## config.mk

```make
export PLATFORM = sky130hd
export DESIGN_NAME = gate_sweep_ctrl
export DESIGN_NICKNAME = d
export VERILOG_FILES = /design/src/rtl/gate_sweep_defs.sv /design/src/rtl/gate_sweep_timer.sv /design/src/rtl/gate_sweep_ctrl.sv
export SDC_FILE = /design/constraint.sdc
export NUM_CORES = 1
export LEC_CHECK = 0
export CAP_MARGIN = 20
export CORE_MARGIN = 5
export CORE_UTILIZATION = 46
export DETAILED_ROUTE_END_ITERATION = 6
export GPL_ROUTABILITY_DRIVEN = 0
export MAX_ROUTING_LAYER = met4
export PLACE_DENSITY_LB_ADDON = 0.25
export SLEW_MARGIN = 20
export SYNTH_ARGS = -nofsm -noshare
export SYNTH_HDL_FRONTEND = slang
export SYNTH_SLANG_ARGS = --single-unit
```

## constraint.sdc

```tcl
create_clock -name clk -period 1.8 [get_ports clk]
set_input_delay 0.36 -clock clk [delete_from_list [all_inputs] [get_ports clk]]
set_output_delay 0.36 -clock clk [all_outputs]
set_load 0.05 [all_outputs]
```

## src/rtl/gate_sweep_defs.sv

```systemverilog
// Shared encodings and constants for the gate sweep sequencer.
// Optional first-failure log: GATE_SWEEP_ERRLOG_EN.
package gate_sweep_defs;

  typedef enum logic [1:0] {
    IDLE = 2'd0,
    RUN  = 2'd1,
    DONE = 2'd2
  } state_t;

  localparam int NUM_VEC = 4;

  localparam logic [1:0] LAST_VEC = 2'(NUM_VEC - 1);

  localparam logic [3:0] TT_OR   = 4'b1110;
  localparam logic [3:0] TT_AND  = 4'b1000;
  localparam logic [3:0] TT_XOR  = 4'b0110;
  localparam logic [3:0] TT_NAND = 4'b0111;

endpackage

```

## src/rtl/gate_sweep_timer.sv

```systemverilog
// Dwell down-counter; last flags the final cycle of a vector.
// Reload is driven by the controller on each vector boundary.
module gate_sweep_timer #(
  parameter int W = 8
) (
  input  logic         clk,
  input  logic         reset,
  input  logic         load,
  input  logic [W-1:0] value,
  input  logic         enable,
  output logic         last
);

  logic [W-1:0] cnt;

  always_ff @(posedge clk) begin
    if (reset) begin
      cnt <= '0;
    end else if (load) begin
      cnt <= value;
    end else if (enable && cnt != '0) begin
      cnt <= cnt - 1'b1;
    end
  end

  assign last = (cnt == W'(1));

endmodule

```

## src/rtl/gate_sweep_ctrl.sv

```systemverilog
// Steps a two-input gate through 00..11 and checks it against a truth table.
// Define GATE_SWEEP_ERRLOG_EN to capture the first failing vector.
module gate_sweep_ctrl
  import gate_sweep_defs::*;
#(
  parameter int DWELL_W = 8,
  parameter int ERR_W   = 3
) (
  input  logic               clk,
  input  logic               reset,
  input  logic               start,
  input  logic [DWELL_W-1:0] dwell,
  input  logic [3:0]         expect_tt,
  input  logic               gate_out,
  output logic               input1,
  output logic               input2,
  output logic               busy,
  output logic               done,
  output logic               pass,
  output logic [ERR_W-1:0]   err_count,
  output logic [1:0]         fail_vec,
  output logic               fail_valid
);

  state_t state, state_nx;

  logic               accept;
  logic               step;
  logic               last;
  logic               mismatch;
  logic [DWELL_W-1:0] dwell_eff;
  logic [DWELL_W-1:0] dwell_q;
  logic [DWELL_W-1:0] tmr_value;
  logic [3:0]         tt_q;
  logic [1:0]         vec;
  logic [ERR_W-1:0]   err_nx;

  always_ff @(posedge clk) begin
    if (reset) begin
      state <= IDLE;
    end else begin
      state <= state_nx;
    end
  end

  always_comb begin
    state_nx = state;
    busy     = 1'b0;
    done     = 1'b0;
    unique case (state)
      IDLE: begin
        if (start) state_nx = RUN;
      end
      RUN: begin
        busy = 1'b1;
        if (last && vec == LAST_VEC) state_nx = DONE;
      end
      DONE: begin
        done     = 1'b1;
        state_nx = IDLE;
      end
      default: state_nx = IDLE;
    endcase
  end

  assign accept    = (state == IDLE) && start;
  assign step      = (state == RUN) && last;
  assign dwell_eff = (dwell == '0) ? DWELL_W'(1) : dwell;
  assign tmr_value = accept ? dwell_eff : dwell_q;

  gate_sweep_timer #(
    .W(DWELL_W)
  ) u_timer (
    .clk   (clk),
    .reset (reset),
    .load  (accept | step),
    .value (tmr_value),
    .enable(state == RUN),
    .last  (last)
  );

  assign mismatch = (gate_out != tt_q[vec]);
  assign err_nx   = (mismatch && err_count != '1)
                  ? err_count + 1'b1
                  : err_count;

  // vec is the registered gate drive; it returns to 00 on entry to DONE
  always_ff @(posedge clk) begin
    if (reset) begin
      dwell_q   <= '0;
      tt_q      <= '0;
      vec       <= '0;
      err_count <= '0;
      pass      <= 1'b0;
    end else if (accept) begin
      dwell_q   <= dwell_eff;
      tt_q      <= expect_tt;
      vec       <= '0;
      err_count <= '0;
      pass      <= 1'b0;
    end else if (step) begin
      err_count <= err_nx;
      if (vec == LAST_VEC) begin
        vec  <= '0;
        pass <= (err_nx == '0);
      end else begin
        vec <= vec + 1'b1;
      end
    end
  end

  assign input1 = vec[1];
  assign input2 = vec[0];

`ifdef GATE_SWEEP_ERRLOG_EN
  logic [1:0] fvec_q;
  logic       fvalid_q;

  always_ff @(posedge clk) begin
    if (reset) begin
      fvec_q   <= '0;
      fvalid_q <= 1'b0;
    end else if (accept) begin
      fvec_q   <= '0;
      fvalid_q <= 1'b0;
    end else if (step && mismatch && !fvalid_q) begin
      fvec_q   <= vec;
      fvalid_q <= 1'b1;
    end
  end

  assign fail_vec   = fvec_q;
  assign fail_valid = fvalid_q;
`else
  assign fail_vec   = 2'b00;
  assign fail_valid = 1'b0;
`endif

endmodule

```

# == Word level (Yosys, flattened, before mapping) ==
# Index checks and enable logic that the tools add are counted.
# op_classes
order_cmp,1
n_addsub,3
eq_ne,8
muxes,13
n_reduce_logical,13
n_bitwise,1
# op_table
op,count
8-bit 2-to-1 mux,4
"8-bit by 1-bit == test with 1-bit output, second input constant",1
8-bit logical NOT,1
8-bit nonzero test,1
"8-bit by 1-bit subtractor with 8-bit output, second input constant",1
2-bit 2-to-1 mux,3
1-bit logical AND,5
"2-bit == test, second input constant",2
"2-bit inequality test, second input constant",2
2-bit case mux with 2 select lines,1
2-bit AND reduction,2
"3-bit by 1-bit adder with 3-bit output, second input constant",1
3-bit logical NOT,1
"2-bit by 3-bit < comparator with 1-bit output, second input constant",1
1-bit 2-to-1 mux,3
3-bit 2-to-1 mux,1
"3-bit inequality test, second input constant",1
"2-bit by 1-bit adder with 2-bit output, second input constant",1
1-bit binary-select mux with 2-bit select,1
"2-bit by 1-bit == test with 1-bit output, second input constant",1
2-bit logical NOT,1
2-bit nonzero test,1
2-bit OR reduction,1
1-bit inequality test,1
1-bit bitwise OR,1
# totals
output_inout_bits,11
reg_bits,28
wordCells,46

# == Depth between registers and ports, before layout ==
# logic_depth
ltp_word,6
mapped_depth,7

# == Modules after synthesis ==
# Synthesis repeated with hierarchy kept, for this count alone.
# unflattened
hier_cells,153
hier_area_um2,1482.7
# modules_own_cells
mod,instances,cells_each,area_each_um2,seq_area_each_um2
gate_sweep_ctrl,1,94,958.4,400.4
gate_sweep_timer,1,59,524.3,160.2

# == Worst setup path before layout ==
# No wires, ideal clock.
# synth_timing
path_type,flip-flop to flip-flop
start,reg err_count[0]
end,reg err_count[1]
slack_ps,-313
arrival_ps,1987
setup_ps,126
stages_incl_launch_ff,7
cell_sequence,dfxtp_1 -> ha_1 -> ha_1 -> or4b_1 -> a31oi_4 -> mux2i_1 -> nor2_1
# synth_between
elab_chain_cells,3
word_cells_on_any_way,4
# synth_rtl
item,line,source
start: declaration,gate_sweep_ctrl.sv:20,"output logic [ERR_W-1:0] err_count,"
start signal: assignment,gate_sweep_ctrl.sv:102,err_count <= err_nx;
"parallel branches: the longest is 2 deep, another holds 3-bit by 1-bit adder with 3-bit output",-,
3-bit 2-to-1 mux (*),gate_sweep_ctrl.sv:84,? err_count + 1'b1
# Every way passes the cells marked *.
# A chain may end at the register's enable or synchronous reset.

# == Worst setup path in the final report ==
# layout_timing
start,reg err_count[1]
end,reg err_count[1]
# Same word-level chain as after synthesis.

==> results.json <==
{
  "clock_sinks": 28,
  "design.die.area_mm2": 0.00449,
  "tritoncts": "yes",
  "critical_path.most_common_cell": "sky130_fd_sc_hd__ha_4",
  "synth.ff_latch_count": 28,
  "setup_viol": 0,
  "portBuffers": 23,
  "mean_instance_size_in_the_synthesized_netlist_um2": 8.41,
  "dp_hpwl_mm": 2.74,
  "wire_per_inst_um": 13.7,
  "vdd_ir_drop_max_mv": 0.360,
  "insertedDiodeCount": 0,
  "clk_pin_slew_worst_paths_ns": 0.15,
  "max-cap-violations": 0,
  "grt_usage": 0.168,
  "setup.worst_path.start_class": "register",
  "final_hold_viol_count": 0,
  "htree_levels": 1,
  "drtAntennaViolNets": 0,
  "critical_path.max_fanout": 4,
  "io_pins": 27,
  "layout_commonest_cell": "sky130_fd_sc_hd__nand2_1",
  "detailedRoute.firstIterationViolations": 108,
  "final-seq-area_um2": 572,
  "timing.critical_path.arrival_ns": 2.04,
  "cts_root_buffer": "sky130_fd_sc_hd__clkbuf_4",
  "slowest_delay_ns": 0.53,
  "first_pass_grt_wire_length_mm": 5.71,
  "placed_standard_cell_area_mm2": 0.00189,
  "viasPerCell": 5.48,
  "via_count": 1419,
  "number_of_global_route_vias_before_repair": 1312,
  "p_per_area_mw_per_mm2": 786,
  "synth-async-reset-ratio": 0,
  "fin_skew_ns": 0.00672,
  "final_max_slew_viol_count": 0,
  "min-delay-path-class": "reg -> reg",
  "grt_antenna_before_repair": 0,
  "total_clock_buffers_created_by_cts": 3,
  "multi_input_comb_area_um2": 912,
  "initial_core_util": 0.486,
  "pin_count_of_the_biggest_net_entering_global_routing": 21,
  "power.static_leakage_uw": 0.000779,
  "drt-pass1-iter-count": 6,
  "placed_cells": 252,
  "crit_type": "reg -> reg",
  "timing.critical_path.cells": "ha_4, ha_4, or4b_4, a31oi_4, mux2i_1, nor2_1",
  "timing.critical_path.required_ns": 2.04,
  "run_status": "completed",
  "std_cell_rows": 20,
  "finalWorstPathRequiredPeriod_ns": 1.80,
  "route.detailed.drc": 0,
  "fp.dieW_um": 67.0,
  "postSynthCellCount": 178,
  "yosysSeqAreaShare": 0.375,
  "clockBufferDepth": 2,
  "final_min_period_over_clock_period": 0.997,
  "clk_latency_ns": 0.33,
  "gr_overflow_total": 0,
  "nFillCells": 284,
  "max_clock_freq_mhz": 557,
  "synth_flop_cell": "sky130_fd_sc_hd__dfxtp_1",
  "drt-total-wl_mm": 3.54,
  "layout.nets": 238,
  "floorplan.core_area_mm2": 0.00308,
  "cts.repair.resized": 0,
  "ys.warnings.count": 0,
  "grt_setup_unrepaired": "yes",
  "timing.critical_path.slowest_stage_cell": "sky130_fd_sc_hd__or4b_4",
  "synth.distinct_cells": 44,
  "layout.cells.most_common_list": "29 x sky130_fd_sc_hd__nand2_1, 23 x sky130_fd_sc_hd__dfxtp_1, 22 x sky130_fd_sc_hd__a21oi_1, 22 x sky130_fd_sc_hd__buf_4, 18 x sky130_fd_sc_hd__nor2_1",
  "stdcell_count": 259,
  "edff_count_synth": 0,
  "synth.cell_area_mm2": 0.00150,
  "share_of_cells_above_drive_strength_1": 0.209,
  "setup_tns_ns": 0,
  "endpoint_kind": "register",
  "die-height_um": 67.0,
  "layout-area-overhead-vs-synth_pct": 31.4,
  "finalCoreUtilization": 0.639,
  "post-layout-total-power_uw": 1540,
  "finish.instance_area_mm2": 0.00197
}
==> final cells by class <==
class	count	share of cell area
repair buffers	39	0.181
clock inverters	1	0.0153
multi-input cells	139	0.464
flip-flops and latches	28	0.291
clock buffers	3	0.0115
inverters	5	0.00955
well taps	44	0.0280
==> power by group <==
group | internal, uW | total (uW) | switching, uW
registers | 658 | 699 | 41.4
logic | 201 | 424 | 223
clock network | 225 | 421 | 196
total | 1080 | 1540 | 460
==> timing repair <==
item                       CTS  global route
setup endpoints to repair    2             5
hold buffers                 0             0
pin swaps                    1             0
setup buffers                1             2
==> cell families (layout without fill, tap and decap cells) <==
| kind of cell | Yosys count | after routing | share of synthesized area |
|---|---|---|---|
| XOR/XNOR | 2 | 2 | 0.0117 |
| AND/OR/NAND/NOR | 75 | 75 | 0.269 |
| flip-flops | 28 | 28 | 0.375 |
| multiplexers | 8 | 8 | 0.0535 |
| buffers and inverters | 13 | 48 | 0.0401 |
| AO/OA/AOI/OAI | 45 | 45 | 0.198 |
| other | 1 | 3 | 0.00251 |
| adder cells (fa/ha/maj) | 6 | 6 | 0.0502 |
==> cells in the mapped netlist, drive strengths merged, types with 4 or more instances <==
library cell | number | area, um2
a21oi | 22 | 110
nand2 | 29 | 109
ha | 6 | 75.1
nor3 | 4 | 20.0
buf | 4 | 26.3
inv | 5 | 18.8
clkbuf | 4 | 15.0
mux2i | 8 | 80.1
a31oi | 4 | 40.0
dfxtp | 28 | 561
nand3 | 6 | 42.5
o21ai | 4 | 20.0
nor2 | 19 | 73.8
==> per-stage QoR <==
stage               setup slack, ns  hold slack (ns)
floorplan                   -0.0365            0.433
global placement             -0.159            0.445
detailed placement           -0.216            0.451
CTS                        -0.00347            0.471
global route                -0.0620            0.491
finish                      0.00477            0.472
==> registers in the layout, summed over array words and instances, names as in the netlist <==
name         cells
vec              2
u_timer.cnt      8
state            2
tt_q             4
err_count        3
pass             1
dwell_q          8
==> worst paths after layout <==
check               startpoint            to  slack, ns  cells past startpoint
hold reg to reg        tt_q[3]       tt_q[3]       0.47                      2
setup reg to reg  err_count[1]  err_count[1]      0.005                      6
setup / recovery  err_count[1]  err_count[1]      0.005                      6
hold / removal         tt_q[3]       tt_q[3]       0.47                      2
==> per-layer routing <==
layer,routed length [um],global-route usage,vias to the layer above
met1,1650,0.202,672
met2,1680,0.281,36
met4,44,0.0481,0
met3,171,0.0337,8
li1,-,-,703
met5,0,-,-
==> critical path: cells and delay by family, from the launching register on <==
kind                       cells  cell delay [ns]
AOI/OAI and AO/OA              1             0.21
adders and majority gates      2             0.32
DFF                            1             0.39
muxes                          1             0.22
and+or+nand+nor                2             0.58
Note: power is estimated with default switching activity, not from simulation.
